### config.mk
export PLATFORM = sky130hd
export DESIGN_NAME = memwb_stage
export DESIGN_NICKNAME = d
export VERILOG_FILES = /design/src/rtl/memwb_pkg.sv /design/src/rtl/memwb_stage_skid_slot.sv /design/src/rtl/memwb_stage.sv
export SDC_FILE = /design/constraint.sdc
export NUM_CORES = 1
export LEC_CHECK = 0
export CAP_MARGIN = 30
export CORE_UTILIZATION = 53
export DETAILED_ROUTE_END_ITERATION = 6
export GPL_ROUTABILITY_DRIVEN = 0
export PLACE_DENSITY = 0.8
export SYNTH_ARGS = -nofsm -noshare
export SYNTH_HDL_FRONTEND = slang
export SYNTH_HIERARCHICAL = 1
export SYNTH_SLANG_ARGS = --single-unit
export TNS_END_PERCENT = 30
### constraint.sdc
create_clock -name clk -period 2.45 [get_ports clk]
set_input_delay 0.49 -clock clk [delete_from_list [all_inputs] [get_ports clk]]
set_output_delay 0.49 -clock clk [all_outputs]
set_load 0.005 [all_outputs]
### src/rtl/memwb_pkg.sv
// Shared types and constants for the MEM/WB pipeline stage.
package memwb_pkg;

  localparam int DEF_DATA_W     = 32;
  localparam int DEF_REG_ADDR_W = 5;
  localparam int ZERO_REG       = 0;

  // Field order matches the flat payload vector packed by memwb_stage (MSB first).
  typedef struct packed {
    logic [DEF_DATA_W-1:0]     read_data;
    logic [DEF_DATA_W-1:0]     alu_data;
    logic [DEF_REG_ADDR_W-1:0] wr_reg;
    logic                      reg_wr;
    logic                      mem_to_reg;
    logic [DEF_DATA_W-1:0]     wb_data;
  } memwb_payload_t;

endpackage

### src/rtl/memwb_stage_skid_slot.sv
// Payload register with a valid bit; clear has priority over load.
module skid_slot #(
  parameter int W = 8
) (
  input  logic         clk,
  input  logic         rst_n,
  input  logic         load,
  input  logic         clear,
  input  logic [W-1:0] d,
  output logic         valid,
  output logic [W-1:0] q
);

  logic         valid_d, valid_q;
  logic [W-1:0] data_d, data_q;

  always_comb begin
    valid_d = valid_q;
    data_d  = data_q;
    if (clear) begin
      valid_d = 1'b0;
    end else if (load) begin
      valid_d = 1'b1;
      data_d  = d;
    end else begin
      valid_d = valid_q;
    end
  end

  always_ff @(posedge clk or negedge rst_n) begin
    if (!rst_n) begin
      valid_q <= 1'b0;
      data_q  <= '0;
    end else begin
      valid_q <= valid_d;
      data_q  <= data_d;
    end
  end

  assign valid = valid_q;
  assign q     = data_q;

endmodule

### src/rtl/memwb_stage.sv
// MEM/WB stage: main + skid slot with valid/ready, flush and registered writeback select.
// Optional performance counters are enabled with `define MEMWB_STAGE_PERF_EN.
module memwb_stage
  import memwb_pkg::*;
#(
  parameter int DATA_W     = 32,
  parameter int REG_ADDR_W = 5
`ifdef MEMWB_STAGE_PERF_EN
  , parameter int CNT_W    = 16
`endif
) (
  input  logic                  clk,
  input  logic                  rst_n,
  input  logic                  flush,
  input  logic                  in_valid,
  output logic                  in_ready,
  input  logic [DATA_W-1:0]     in_read_data,
  input  logic [DATA_W-1:0]     in_alu_data,
  input  logic [REG_ADDR_W-1:0] in_wr_reg,
  input  logic                  in_reg_wr,
  input  logic                  in_mem_to_reg,
  output logic                  out_valid,
  input  logic                  out_ready,
  output logic [DATA_W-1:0]     out_read_data,
  output logic [DATA_W-1:0]     out_alu_data,
  output logic [REG_ADDR_W-1:0] out_wr_reg,
  output logic                  out_reg_wr,
  output logic                  out_mem_to_reg,
  output logic [DATA_W-1:0]     out_wb_data
`ifdef MEMWB_STAGE_PERF_EN
  , output logic [CNT_W-1:0]    stall_cnt
  , output logic [CNT_W-1:0]    bubble_cnt
`endif
);

  localparam int PW = 3 * DATA_W + REG_ADDR_W + 2;

  logic          main_valid, skid_valid;
  logic [PW-1:0] main_q, skid_q, in_pl, main_d;
  logic          main_load, main_clr, skid_load, skid_clr;
  logic          accept, consume, main_free;
  logic          held_reg_wr;

  // Writeback select is resolved on entry so the output is a plain register.
  assign in_pl = {in_read_data, in_alu_data, in_wr_reg, in_reg_wr, in_mem_to_reg,
                  (in_mem_to_reg ? in_read_data : in_alu_data)};

  assign in_ready  = ~skid_valid;
  assign accept    = in_valid & ~skid_valid;
  assign consume   = main_valid & out_ready;
  assign main_free = ~main_valid | consume;
  assign main_d    = skid_valid ? skid_q : in_pl;

  always_comb begin
    main_load = 1'b0;
    main_clr  = 1'b0;
    skid_load = 1'b0;
    skid_clr  = 1'b0;
    if (flush) begin
      main_clr = 1'b1;
      skid_clr = 1'b1;
    end else if (main_free) begin
      if (skid_valid) begin
        main_load = 1'b1;
        if (accept) begin
          skid_load = 1'b1;
        end else begin
          skid_clr = 1'b1;
        end
      end else if (accept) begin
        main_load = 1'b1;
      end else begin
        main_clr = 1'b1;
      end
    end else if (accept) begin
      skid_load = 1'b1;
    end else begin
      skid_load = 1'b0;
    end
  end

  skid_slot #(.W(PW)) u_main (
    .clk   (clk),
    .rst_n (rst_n),
    .load  (main_load),
    .clear (main_clr),
    .d     (main_d),
    .valid (main_valid),
    .q     (main_q)
  );

  skid_slot #(.W(PW)) u_skid (
    .clk   (clk),
    .rst_n (rst_n),
    .load  (skid_load),
    .clear (skid_clr),
    .d     (in_pl),
    .valid (skid_valid),
    .q     (skid_q)
  );

  assign {out_read_data, out_alu_data, out_wr_reg, held_reg_wr, out_mem_to_reg,
          out_wb_data} = main_q;
  assign out_valid  = main_valid;
  assign out_reg_wr = main_valid & held_reg_wr &
                      (out_wr_reg != REG_ADDR_W'(ZERO_REG));

`ifdef MEMWB_STAGE_PERF_EN
  logic [CNT_W-1:0] stall_cnt_d, stall_cnt_q, bubble_cnt_d, bubble_cnt_q;
  logic             bubble_evt;

  // A flush counts once as a bubble only when it actually drops an entry.
  assign bubble_evt = flush ? (main_valid | skid_valid | accept) : ~main_valid;

  always_comb begin
    stall_cnt_d  = stall_cnt_q;
    bubble_cnt_d = bubble_cnt_q;
    if (main_valid && !out_ready && (stall_cnt_q != {CNT_W{1'b1}})) begin
      stall_cnt_d = stall_cnt_q + CNT_W'(1);
    end else begin
      stall_cnt_d = stall_cnt_q;
    end
    if (bubble_evt && (bubble_cnt_q != {CNT_W{1'b1}})) begin
      bubble_cnt_d = bubble_cnt_q + CNT_W'(1);
    end else begin
      bubble_cnt_d = bubble_cnt_q;
    end
  end

  always_ff @(posedge clk or negedge rst_n) begin
    if (!rst_n) begin
      stall_cnt_q  <= '0;
      bubble_cnt_q <= '0;
    end else begin
      stall_cnt_q  <= stall_cnt_d;
      bubble_cnt_q <= bubble_cnt_d;
    end
  end

  assign stall_cnt  = stall_cnt_q;
  assign bubble_cnt = bubble_cnt_q;
`endif

endmodule
==> flow_metrics.tcl <==
set metrics [dict create \
    status "finished, final reports clean" \
    area_growth_pct 28.6 \
    worstPathRequired_ps 1960 \
    skew_ps 7.24 \
    grt_pass1_wl_um 36000 \
    rows 50 \
    p_per_area_nw_per_um2 751 \
    wl_per_cell_um 20.1 \
    pin_count 181 \
    first_pass_iters 4 \
    crit_buf_inv 2 \
    synth_seq_area_share_pct 50.1 \
    timing.rr.start "u_skid/valid" \
    cp_max_fo 17 \
    p_leak_nw 6.10 \
    hp-start "u_skid/q[73]" \
    port_buffers 180 \
    seq_area_sq_um 5210 \
    netlist_instances 602 \
    yosys_warnings 6 \
    fp.dieH_um 142 \
    fillers 1243 \
    ant_nets 0 \
    hold_end "u_skid/q[73]" \
    grt_pass1_vias 6566 \
    start_util_pct 54.8 \
    drt_iter0_markers 164 \
    fp.dieArea_sq_um 20200 \
    synthesis.area_sq_um 10400 \
    dp_hpwl_um 15000 \
    ys_types 17 \
    worstSetupEndpointType "output pin" \
    cap_viol_max_count 0 \
    nNetsFinal 895 \
    crit_type "flip-flop to output pin" \
    layout_setup_ws_ps 105 \
    grt.overflow.total 0 \
    slew_viol_final 0 \
    worstPathArrival_ps 1860 \
    totalNegativeSetupSlack_ps 0 \
    drc_errors 0 \
    slew_headroom_pct 62.9 \
    synthTopCellsByArea "dfrtp_1 (50%), mux2_4 (29%), mux2_2 (16%)" \
    layout_common_cells "dfrtp_1 (207), mux2_4 (198), clkdlybuf4s50_1 (177)" \
    die_x_um 142 \
    r2r_cells 5 \
    grt_max_degree 57 \
    track_usage_pct 22.6 \
    multi_input_area_sq_um 4690 \
    antenna_found_initial 0 \
    path_cells "clkinv_2 -> clkdlybuf4s50_1" \
    critPathSlowestCell "dfrtp_4" \
    max_stage_delay_ps 580 \
    synth_top_area_cell "dfrtp_1" \
    synth.avg_cell_area_sq_um 17.3 \
    ys_seq_elements 208 \
    clk_latency_ps 490 \
    cts_made_buffers 23 \
    hold_depth 1 \
    final_common_cell "dfrtp_1" \
    period_share_pct 95.7 \
    diodes 0 \
    cts_tree "built" \
    hold_violations 0 \
    dr_total_vias 5745 \
    synth_nets 678 \
    place_worst_setup_slack_ps -134 \
    hold_class "flip-flop to flip-flop" \
    yosys.area.top_type_share_pct 50.1 \
    via_per_inst 5.25 \
    wl_um 22000 \
    vdd_ir_drop_max_v 0.000518 \
    r2r-end "u_skid/q[16]" \
    cpLargestDelayFamily "buffers and inverters" \
    clkTransAtPathRegs_ps 60 \
    fin_crit_ps 2350 \
    post_cts_buffers 0 \
    rsz0062_at_grt "false" \
    worstSetupStartpointType "flip-flop" \
    clock-sinks 208 \
    coreArea_sq_um 19000 \
    post-route-util_pct 70.5 \
    h-tree-depth 1 \
    setup_viol 0 \
    worstMarginPinSlew_ps 556 \
    clock_path_buffers 3 \
    r2r_setup_slack_ps 300 \
    fmax_mhz 426 \
    root_buffer "clkbuf_16" \
    drive_above_1_share_pct 51.4 \
]
-- kinds of logic after synthesis --
family | synth area share [%]
muxes | 44.1
and+or+nand+nor | 0.759
DFF | 50.1
buffers and inverters | 4.77
AOI/OAI and AO/OA | 0.241
-- flip-flops by register name, indices dropped and copies added (netlist names) --
signal and count:
u_main/valid 1, u_main/q 103, u_skid/q 103, u_skid/valid 1
-- worst max path at each step --
stage                  from           end  slack (ps)  depth (start not counted)
2_1_floorplan  u_skid/valid  u_skid/q[29]         390                          7
3_3_place_gp      out_ready  u_skid/q[15]         -80                          7
3_5_place_dp      out_ready  u_skid/q[17]        -130                          7
4_1_cts        u_skid/valid      in_ready          20                          2
5_1_grt        u_skid/valid      in_ready          40                          2
6_report       u_skid/valid      in_ready         100                          2
-- synth_stat cells, drive strengths merged --
library cell  instances
nor4b                 1
a21o                  2
nor2b                 3
clkinv                1
buf                  37
mux2                341
nor2                  5
or3                   1
o311a                 1
dfrtp               208
nor3                  1
nand2b                1
-- final cells by class --
type	instances	share of cell area, %
flip-flops and latches	208	39.0
well taps	260	2.43
clock inverters	4	0.150
repair buffers	229	18.1
inverters	1	0.0375
multi-input cells	356	35.1
clock buffers	36	5.20
-- repair_timing --
| item | CTS | global route |
|---|---|---|
| hold endpoints to repair | 48 | 0 |
| resized for setup | 1 | 1 |
| hold buffers | 1 | 0 |
| endpoints found under the setup margin | 1 | 1 |
-- metrics by stage --
stage	total power (W)	instances	instance area, sq um	hold WS [ps]
after floorplan	0.00547	602	10400	194
after global placement	0.00673	1053	12600	487
after detailed placement	0.00682	1053	12600	490
after CTS	0.0101	1094	13400	505
after global routing	0.0105	1094	13400	517
final	0.0100	1094	13400	504
-- where the power goes --
| part | total, W | switching [W] | internal (W) |
|---|---|---|---|
| sequential | 0.00444 | 0.000386 | 0.00405 |
| combinational | 0.00234 | 0.000654 | 0.00168 |
| clock | 0.00325 | 0.00132 | 0.00193 |
| total | 0.0100 | 0.00236 | 0.00766 |
-- routing by layer --
layer	track usage (%)	share of wire [%]	wire length, um	up-vias
li1	-	-	-	2599
met1	30.1	44	9780	2972
met2	38.9	49	10900	149
met3	3.84	4.8	1050	25
met4	4.36	1.5	328	0
met5	0	0	0	-
(Power assumes the default switching activity.)
